### config.mk
export PLATFORM = sky130hd
export DESIGN_NAME = inst_fetch_queue_flat
export DESIGN_NICKNAME = d
export VERILOG_FILES = /design/src/rtl/inst_fetch_queue_if.sv /design/src/rtl/inst_fetch_queue.sv /design/src/flat_wrapper.sv
export SDC_FILE = /design/constraint.sdc
export NUM_CORES = 1
export LEC_CHECK = 0
export ABC_AREA = 1
export CAP_MARGIN = 20
export CORE_UTILIZATION = 61
export CTS_CLUSTER_DIAMETER = 50
export CTS_CLUSTER_SIZE = 14
export DETAILED_ROUTE_END_ITERATION = 12
export MAX_ROUTING_LAYER = met4
export PLACE_DENSITY = 0.86
export SYNTH_ARGS = -nofsm -noshare
export SYNTH_HDL_FRONTEND = slang
export SYNTH_SLANG_ARGS = --single-unit
### constraint.sdc
create_clock -name Clk -period 28.7 [get_ports Clk]
set_clock_uncertainty 0.2 [all_clocks]
set_input_delay 5.74 -clock Clk [delete_from_list [all_inputs] [get_ports Clk]]
set_output_delay 5.74 -clock Clk [all_outputs]
set_load 0.02 [all_outputs]
### src/rtl/inst_fetch_queue_if.sv
// inst_fetch_queue_if: imem request/response, redirect and decode-side handshake bundle
interface inst_fetch_queue_if #(
  parameter int DEPTH = 4
);
  logic                     Redirect;
  logic [31:0]              RedirectPC;
  logic                     Mem_Req;
  logic [31:0]              Mem_Addr;
  logic                     Mem_Ack;
  logic                     Mem_Valid;
  logic [31:0]              Mem_Data;
  logic                     Out_Valid;
  logic                     Out_Ready;
  logic [31:0]              Out_PC;
  logic [31:0]              Out_PC4;
  logic [31:0]              Out_Inst;
  logic [$clog2(DEPTH):0]   Count;
  modport master (
    input  Redirect, RedirectPC, Mem_Ack, Mem_Valid, Mem_Data, Out_Ready,
    output Mem_Req, Mem_Addr, Out_Valid, Out_PC, Out_PC4, Out_Inst, Count
  );
  modport slave (
    output Redirect, RedirectPC, Mem_Ack, Mem_Valid, Mem_Data, Out_Ready,
    input  Mem_Req, Mem_Addr, Out_Valid, Out_PC, Out_PC4, Out_Inst, Count
  );
endinterface

### src/rtl/inst_fetch_queue.sv
// inst_fetch_queue: owns fetch PC, keeps one imem request in flight, queues {PC, PC+4, inst} for decode
module inst_fetch_queue #(
  parameter int          DEPTH    = 4,
  parameter logic [31:0] RESET_PC = 32'h0000_0000
) (
  input logic                Clk,
  input logic                Reset,
  inst_fetch_queue_if.master bus
);
  localparam int AW = $clog2(DEPTH);
  localparam int CW = AW + 1;
  localparam logic [CW-1:0] FULL = CW'(DEPTH);
  typedef enum logic [1:0] {S_REQ, S_WAIT, S_DROP} state_t;
  state_t        r_state, w_next;
  logic [31:0]   r_fpc, r_ipc;
  logic [95:0]   r_mem [DEPTH];
  logic [AW-1:0] r_wptr, r_rptr;
  logic [CW-1:0] r_count;
  logic          w_issue, w_push, w_pop;
  assign bus.Mem_Req   = (r_state == S_REQ) && (r_count < FULL) && !Reset;
  assign bus.Mem_Addr  = r_fpc;
  assign bus.Out_Valid = r_count != '0;
  assign bus.Out_PC    = r_mem[r_rptr][95:64];
  assign bus.Out_PC4   = r_mem[r_rptr][63:32];
  assign bus.Out_Inst  = r_mem[r_rptr][31:0];
  assign bus.Count     = r_count;
  // A response in REQ is a protocol error and is ignored; in DROP it only releases the stale slot.
  always_comb begin
    w_issue = bus.Mem_Req && bus.Mem_Ack;
    w_push  = (r_state == S_WAIT) && bus.Mem_Valid && !bus.Redirect;
    w_pop   = bus.Out_Valid && bus.Out_Ready && !bus.Redirect;
    w_next  = r_state == S_REQ ? (w_issue ? (bus.Redirect ? S_DROP : S_WAIT) : S_REQ)
            : bus.Mem_Valid    ? S_REQ
            : bus.Redirect     ? S_DROP : r_state;
  end
  always_ff @(posedge Clk) begin
    if (Reset) begin
      r_state <= S_REQ;
      r_fpc   <= RESET_PC;
      r_ipc   <= RESET_PC;
      r_wptr  <= '0;
      r_rptr  <= '0;
      r_count <= '0;
    end else begin
      r_state <= w_next;
      r_fpc   <= bus.Redirect ? (bus.RedirectPC & ~32'd3) : w_issue ? r_fpc + 32'd4 : r_fpc;
      if (w_issue) r_ipc <= r_fpc;
      r_wptr  <= bus.Redirect ? '0 : r_wptr + AW'(w_push);
      r_rptr  <= bus.Redirect ? '0 : r_rptr + AW'(w_pop);
      r_count <= bus.Redirect ? '0 : r_count + CW'(w_push) - CW'(w_pop);
    end
  end
  always_ff @(posedge Clk) begin
    if (!Reset && w_push) r_mem[r_wptr] <= {r_ipc, r_ipc + 32'd4, bus.Mem_Data};
  end
  // Issue is gated on free space, so a push can never find the queue full.
  a_no_overflow: assert property (@(posedge Clk) disable iff (Reset) w_push |-> r_count < FULL);
endmodule

### src/flat_wrapper.sv
// flat-port wrapper written by rule: the top's interface ports become plain ports
module inst_fetch_queue_flat 
#(
  parameter int          DEPTH    = 4,
  parameter logic [31:0] RESET_PC = 32'h0000_0000
)
  (Clk, Reset, bus_Redirect, bus_RedirectPC, bus_Mem_Ack, bus_Mem_Valid, bus_Mem_Data, bus_Out_Ready, bus_Mem_Req, bus_Mem_Addr, bus_Out_Valid, bus_Out_PC, bus_Out_PC4, bus_Out_Inst, bus_Count);
  inst_fetch_queue_if #(.DEPTH(DEPTH)) bus_i ();
  input logic Clk;
  input logic Reset;
  input wire logic [$bits(bus_i.Redirect)-1:0] bus_Redirect;
  input wire logic [$bits(bus_i.RedirectPC)-1:0] bus_RedirectPC;
  input wire logic [$bits(bus_i.Mem_Ack)-1:0] bus_Mem_Ack;
  input wire logic [$bits(bus_i.Mem_Valid)-1:0] bus_Mem_Valid;
  input wire logic [$bits(bus_i.Mem_Data)-1:0] bus_Mem_Data;
  input wire logic [$bits(bus_i.Out_Ready)-1:0] bus_Out_Ready;
  output wire logic [$bits(bus_i.Mem_Req)-1:0] bus_Mem_Req;
  output wire logic [$bits(bus_i.Mem_Addr)-1:0] bus_Mem_Addr;
  output wire logic [$bits(bus_i.Out_Valid)-1:0] bus_Out_Valid;
  output wire logic [$bits(bus_i.Out_PC)-1:0] bus_Out_PC;
  output wire logic [$bits(bus_i.Out_PC4)-1:0] bus_Out_PC4;
  output wire logic [$bits(bus_i.Out_Inst)-1:0] bus_Out_Inst;
  output wire logic [$bits(bus_i.Count)-1:0] bus_Count;
  assign bus_i.Redirect = bus_Redirect;
  assign bus_i.RedirectPC = bus_RedirectPC;
  assign bus_i.Mem_Ack = bus_Mem_Ack;
  assign bus_i.Mem_Valid = bus_Mem_Valid;
  assign bus_i.Mem_Data = bus_Mem_Data;
  assign bus_i.Out_Ready = bus_Out_Ready;
  assign bus_Mem_Req = bus_i.Mem_Req;
  assign bus_Mem_Addr = bus_i.Mem_Addr;
  assign bus_Out_Valid = bus_i.Out_Valid;
  assign bus_Out_PC = bus_i.Out_PC;
  assign bus_Out_PC4 = bus_i.Out_PC4;
  assign bus_Out_Inst = bus_i.Out_Inst;
  assign bus_Count = bus_i.Count;
  inst_fetch_queue #(.DEPTH(DEPTH), .RESET_PC(RESET_PC)) u_core (.Clk(Clk), .Reset(Reset), .bus(bus_i));
endmodule
* Yosys cells after proc, flatten, opt, wreduce, memory -nomap -nowiden
Memory sizes are Yosys's and may differ from the RTL's. A register that Yosys moved wholly into a read port is not among the register bits. Index checks and enable logic that the tools add are counted.
Word-level totals: word-level logic and storage cells 41, output and inout port bits 133, input port bits 70, memory bits (writable) 384, bits in registers 73, memories kept 1
Operators by class: reductions and logical operators 15, equal/unequal tests 1, mux-type cells 10, $add $sub $neg 6, order comparisons 1
Memory list:
- u_core.r_mem | depth 4, width 96, rd ports 1, clocked after Yosys merged registers in 1, write ports 1, line inst_fetch_queue.sv:16 | logic [95:0] r_mem [DEPTH];
Operators with widths (number):
- 32-bit by 3-bit adder with 32-bit output (second input constant) | 2
- 32-bit two-way mux | 2
- 2-bit two-way mux | 6
- 1-bit logical AND | 8
- 3-bit nonzero test | 2
- 2-bit by 1-bit adder with 2-bit output | 2
- 3-bit by 1-bit adder with 3-bit output | 1
- 3-bit less-than comparator (second input constant) | 1
- 3-bit by 1-bit subtractor with 3-bit output | 1
- 2-bit by 1-bit equality test with 1-bit output (second input constant) | 1
- 1-bit logical NOT | 2
- 2-bit logical NOT | 1
- 1-bit two-way mux | 2
- 2-bit nonzero test | 1
- 2-bit OR reduction | 1

* Depth between registers and ports, before layout
depth after elaboration 6, gate-level depth with buffers 10, depth with buffers taken out 10

* Worst setup path before layout
OpenSTA, ideal clock, no wires.
kind input -> register, start in bus_Redirect, end mem u_core.r_mem[0][0], enable pin, arrival time 12584 ps, data required time 27844 ps, slack 15260 ps, setup time 656 ps, path buffers 1, stages on the path 4, path through buf_2 nor3_1 nand2_1 nor3_1
On the way: longest elaborated chain between the ends 5
Ends and longest elaborated chain:
- start: declaration | line flat_wrapper.sv:11 | input wire logic [$bits(bus_i.Redirect)-1:0] bus_Redirect;
- 1-bit logical NOT | line inst_fetch_queue.sv:30 | w_push = (r_state == S_WAIT) && bus.Mem_Valid && !bus.Redirect;
- 1-bit logical AND | line inst_fetch_queue.sv:30
- 1-bit logical AND | line inst_fetch_queue.sv:54 | if (!Reset && w_push) r_mem[r_wptr] <= {r_ipc, r_ipc + 32'd4, bus.Mem_Data};
- 1-bit two-way mux | line inst_fetch_queue.sv:54
- 1-bit two-way mux (not written as such) | line inst_fetch_queue.sv:54
- end: declaration | line inst_fetch_queue.sv:16
No other way between the ends.

* Final worst setup path
start in Reset, end out bus_Mem_Req
On the way: longest elaborated chain between the ends 2
Ends and longest elaborated chain:
- start: declaration | line flat_wrapper.sv:10 | input logic Reset;
- 1-bit logical NOT | line inst_fetch_queue.sv:20 | assign bus.Mem_Req = (r_state == S_REQ) && (r_count < FULL) && !Reset;
- 1-bit logical AND | line inst_fetch_queue.sv:20
- end: declaration | line flat_wrapper.sv:17 | output wire logic [$bits(bus_i.Mem_Req)-1:0] bus_Mem_Req;
No other way between the ends.

==> impl_results.html <==
<table>
<tr><th>Metric</th><th>Value</th></tr>
<tr><th colspan="2">Timing</th></tr>
<tr><td>Max-slew violation count</td><td>0</td></tr>
<tr><td>RSZ-0062 raised after global routing</td><td>false</td></tr>
<tr><td>Setup total negative slack</td><td>0 ns</td></tr>
<tr><td>Minimum clock period after layout</td><td>13.26 ns</td></tr>
<tr><td>Worst slew margin relative to its limit</td><td>0.303</td></tr>
<tr><td>Peak Freq</td><td>0.0754 GHz</td></tr>
<tr><td>Fin crit share</td><td>0.462</td></tr>
<tr><td>Final setup violation count</td><td>0</td></tr>
<tr><td>Transition time at the pin with the least slew margin</td><td>1.05 ns</td></tr>
<tr><td>Count of endpoints failing hold in the final timing report</td><td>0</td></tr>
<tr><th colspan="2">Clock network</th></tr>
<tr><td>Count of buffers added by post-CTS timing repair for setup</td><td>0</td></tr>
<tr><td>Number of buffers inserted during clock tree synthesis</td><td>42</td></tr>
<tr><td>Root buf cell</td><td>sky130_fd_sc_hd__clkbuf_16</td></tr>
<tr><td>Number of hold buffers added after cts</td><td>0</td></tr>
<tr><td>CTS resizes</td><td>0</td></tr>
<tr><td>Number of clock sinks seen by CTS</td><td>437</td></tr>
<tr><td>Clock latency at the later pin of the worst-skew pair</td><td>0.53 ns</td></tr>
<tr><td>Maximum clock insertion buffer count</td><td>3</td></tr>
<tr><td>Number of H-tree branching levels</td><td>2</td></tr>
<tr><td>Clock tree from TritonCTS</td><td>yes</td></tr>
<tr><td>Clock Pin Slew Worst Setup and Hold Paths</td><td>~0.060 ns</td></tr>
<tr><th colspan="2">Pwr</th></tr>
<tr><td>Combinational power share</td><td>0.039</td></tr>
<tr><td>Design internal power</td><td>1.04 mW</td></tr>
<tr><td>Static leakage power</td><td>7.36 nW</td></tr>
<tr><td>Pwr Density</td><td>roughly 61 mW/mm²</td></tr>
<tr><td>Peak VDD IR</td><td>40.6 µV</td></tr>
<tr><td>Total Power</td><td>1.31 mW</td></tr>
<tr><td>Share of power burned in registers</td><td>0.541</td></tr>
<tr><td>Switching fraction of total power</td><td>0.208</td></tr>
<tr><td>Switching power summed over all nets</td><td>between 0.2 and 0.3 mW</td></tr>
<tr><td>Power share of the clock group</td><td>0.421</td></tr>
<tr><th colspan="2">Routing</th></tr>
<tr><td>DRT iter0 DRCs</td><td>1204</td></tr>
<tr><td>1st-pass router iterations</td><td>5</td></tr>
<tr><td>Vias after detailed routing</td><td>12.9k</td></tr>
<tr><td>WL per Instance</td><td>20.2 µm</td></tr>
<tr><td>Final routed DRC violation total</td><td>0</td></tr>
<tr><td>Total wirelength of the detailed-routed design</td><td>43800 µm</td></tr>
<tr><td>Detail-routed via count per cell</td><td>between 5 and 6</td></tr>
<tr><td>Antenna-violating nets left</td><td>0</td></tr>
<tr><th colspan="2">Synth</th></tr>
<tr><td>Dominant cell type by area after synthesis</td><td>sky130_fd_sc_hd__edfxtp_1</td></tr>
<tr><td>Total standard cell area after synthesis</td><td>0.0180 mm²</td></tr>
<tr><td>Count of flip-flops with a built-in enable after synthesis</td><td>368</td></tr>
<tr><td>Most frequent cell after synthesis</td><td>sky130_fd_sc_hd__edfxtp_1</td></tr>
<tr><td>Synthesized flop and latch total</td><td>437</td></tr>
<tr><td>Top area cells in the synthesized netlist</td><td>sky130_fd_sc_hd__edfxtp_1, sky130_fd_sc_hd__dfxtp_1, sky130_fd_sc_hd__o21ai_0, sky130_fd_sc_hd__nor2_1, sky130_fd_sc_hd__nand2_1</td></tr>
<tr><td>Proportion of register bits with asynchronous set or reset after synthesis</td><td>0</td></tr>
<tr><td>Syn. warnings</td><td>0</td></tr>
<tr><td>Number of library cell types mapped by synthesis</td><td>36</td></tr>
<tr><td>Fraction of post-synthesis cell area in the top cell type by area</td><td>0.614</td></tr>
<tr><td>Syn Inst Count</td><td>about 1.6k</td></tr>
<tr><td>List of most frequent post-synthesis cells</td><td>sky130_fd_sc_hd__edfxtp_1, sky130_fd_sc_hd__nor2_1, sky130_fd_sc_hd__o21ai_0, sky130_fd_sc_hd__nand2_1, sky130_fd_sc_hd__o22ai_1</td></tr>
<tr><td>Post-synth top flop</td><td>sky130_fd_sc_hd__edfxtp_1</td></tr>
<tr><td>Part of the Yosys area used for sequential elements</td><td>0.691</td></tr>
<tr><td>Avg Cell Area, Syn</td><td>about 11 µm²</td></tr>
<tr><th colspan="2">Cells and area</th></tr>
<tr><td>Layout-stage area growth over the synthesis result</td><td>19.8%</td></tr>
<tr><td>Area taken by flip-flops and latches</td><td>0.0124 mm²</td></tr>
<tr><td>Number of fill cells</td><td>1750</td></tr>
<tr><td>Ant. Diodes</td><td>0</td></tr>
<tr><td>Share of final-layout standard cells stronger than drive strength 1</td><td>0.0660</td></tr>
<tr><td>Multi-input gate area</td><td>0.00485 mm²</td></tr>
<tr><td>Final design area excluding fillers</td><td>0.0216 mm²</td></tr>
<tr><td>Layout net count</td><td>1835</td></tr>
<tr><th colspan="2">Worst setup path</th></tr>
<tr><td>Capture point of the worst reg-to-reg path</td><td>u_core.r_mem[0][83]$_DFFE_PP_</td></tr>
<tr><td>Critical path type</td><td>input pin to output port</td></tr>
<tr><td>Crit Path Max Fanout</td><td>37</td></tr>
<tr><td>CP startpoint</td><td>Reset</td></tr>
<tr><td>Launch instance of the worst register-to-register path</td><td>u_core.r_state[0]$_SDFFE_PP0P_</td></tr>
<tr><td>Launching element type of the critical path</td><td>input pin</td></tr>
<tr><td>Flop-to-flop setup slack</td><td>around 26 ns</td></tr>
<tr><td>WP data arrival</td><td>approximately 7.3 ns</td></tr>
<tr><td>Worst-case reg-to-reg path depth</td><td>6</td></tr>
<tr><td>Required @ worst endpoint</td><td>roughly 23 ns</td></tr>
<tr><td>Endpoint kind of the worst setup timing path</td><td>output port</td></tr>
<tr><th colspan="2">Placed design</th></tr>
<tr><td>Last weighted congestion value of the routability-driven placer</td><td>roughly 0.91</td></tr>
<tr><td># port buffers</td><td>194</td></tr>
<tr><td>Placed standard-cell area</td><td>0.0202 mm²</td></tr>
<tr><td>Post-detail-place hpwl</td><td>25900 µm</td></tr>
<tr><th colspan="2">Min path</th></tr>
<tr><td>Hold endpoint</td><td>u_core.r_state[0]$_SDFFE_PP0P_</td></tr>
<tr><td>WHS Path Cells</td><td>2</td></tr>
<tr><td>Hold path startpoint</td><td>u_core.r_state[0]$_SDFFE_PP0P_</td></tr>
<tr><td>Worst min-delay path class</td><td>flop to flop</td></tr>
<tr><th colspan="2">GRT</th></tr>
<tr><td>First-pass GRT wire length</td><td>66700 µm</td></tr>
<tr><td>Tot GR Track Use</td><td>0.294</td></tr>
<tr><td>Maximum number of pins on one net before global-route repair</td><td>115</td></tr>
<tr><td>Leftover overflow at the end of global routing</td><td>0</td></tr>
<tr><td>Vias in the first global route</td><td>12.6k</td></tr>
<tr><td>Antenna violations before repair</td><td>0</td></tr>
<tr><th colspan="2">Floorplan</th></tr>
<tr><td>Number of placement rows</td><td>62</td></tr>
<tr><td>Area of the core region</td><td>0.0289 mm²</td></tr>
<tr><td>Floorplan die width</td><td>174 µm</td></tr>
<tr><td>DIE AREA</td><td>0.0302 mm²</td></tr>
<tr><td>IO Pins</td><td>approximately 200</td></tr>
<tr><td>Height of the die</td><td>about 170 µm</td></tr>
<tr><td>Effective utilization at floorplan</td><td>0.624</td></tr>
<tr><th colspan="2">Job</th></tr>
<tr><td>Max-cap violation count</td><td>0</td></tr>
<tr><th colspan="2">Run status</th></tr>
<tr><td>Status</td><td>finished, final reports clean</td></tr>
</table>
==> state kept, by name, indices dropped and copies added, names as in the netlist <==
register,flops
u_core.r_mem,368
u_core.r_state,2
u_core.r_rptr,2
u_core.bus.Count,3
u_core.r_wptr,2
u_core.bus.Mem_Addr,30
u_core.r_ipc,30
==> cells by family after synthesis <==
family | share of synthesized area
other cells | 0.000208
xor+xnor | 0.0204
flops | 0.691
compound gates | 0.116
fa+ha+maj | 0.00389
buf+inv | 0.0422
simple gates | 0.126
==> cell type report <==
class,count,share of cell area
sequential,437,0.577
multi-input combinational,977,0.225
timing repair buffer,210,0.0965
clock buffer,59,0.0556
tap,384,0.0223
inverter,92,0.0162
clock inverter,13,0.00818
==> per-stage QoR <==
| step | utilization | hold WS (ns) | std cells | setup WS (ns) |
|---|---|---|---|---|
| 6_report | 0.747 | 0.319 | 2172 | 15.44 |
| 5_1_grt | 0.747 | 0.335 | 2172 | 15.32 |
| 4_1_cts | 0.747 | 0.318 | 2171 | 15.40 |
| 3_5_place_dp | 0.699 | 0.307 | 2099 | 15.42 |
| 3_3_place_gp | 0.699 | 0.299 | 2099 | 15.50 |
| 2_1_floorplan | - | 0.260 | 1593 | 15.26 |
==> cell usage in the layout (no fill, tap or decap), types with 6 or more instances in the layout <==
cell type,n
sky130_fd_sc_hd__nand2_2,7
sky130_fd_sc_hd__clkbuf_1,12
sky130_fd_sc_hd__o21ai_0,231
sky130_fd_sc_hd__edfxtp_1,368
sky130_fd_sc_hd__nor2_1,250
sky130_fd_sc_hd__dfxtp_1,67
sky130_fd_sc_hd__nor2_2,6
sky130_fd_sc_hd__nand4_1,6
sky130_fd_sc_hd__nand2_1,191
sky130_fd_sc_hd__a21oi_1,55
sky130_fd_sc_hd__inv_1,88
sky130_fd_sc_hd__xor2_1,38
sky130_fd_sc_hd__o22ai_1,92
sky130_fd_sc_hd__nor3_1,21
sky130_fd_sc_hd__clkdlybuf4s50_1,194
sky130_fd_sc_hd__buf_4,15
sky130_fd_sc_hd__a31oi_1,8
sky130_fd_sc_hd__nand3_1,26
sky130_fd_sc_hd__conb_1,6
sky130_fd_sc_hd__clkbuf_16,45
sky130_fd_sc_hd__nor2_4,10
==> worst max-delay path by stage <==
stage,to,slack (ns),cells past startpoint
after floorplan,u_core.r_mem[0][0]$_DFFE_PP_,15.26,4
after global placement,bus_Mem_Req,15.50,4
after detailed placement,bus_Mem_Req,15.42,4
after CTS,bus_Mem_Req,15.40,4
after global routing,bus_Mem_Req,15.32,4
final,bus_Mem_Req,15.44,4
==> layer usage <==
layer / vias up / GRT usage / wire, µm
met4: 0 / 0.111 / 1390
met1: 6246 / 0.374 / 17200
li1: 5912 / - / -
met3: 94 / 0.0432 / 3630
met5: - / - / 0
met2: 674 / 0.481 / 21600
==> critical path, stage by stage <==
cell and delay [ns]:
sky130_fd_sc_hd__clkdlybuf4s50_1 0.40, sky130_fd_sc_hd__buf_4 0.27, sky130_fd_sc_hd__nor3_1 0.25, sky130_fd_sc_hd__clkdlybuf4s50_1 0.65
==> power groups by stage <==
stage                     Clock, mW  Sequential (mW)  Combinational (mW)
after floorplan                   0            0.719              0.0237
after global placement            0            0.720              0.0484
after detailed placement          0            0.721              0.0499
after CTS                     0.555            0.707              0.0504
after global routing          0.580            0.708              0.0551
final                         0.551            0.708              0.0508
Power figures use the tool's default switching activity.
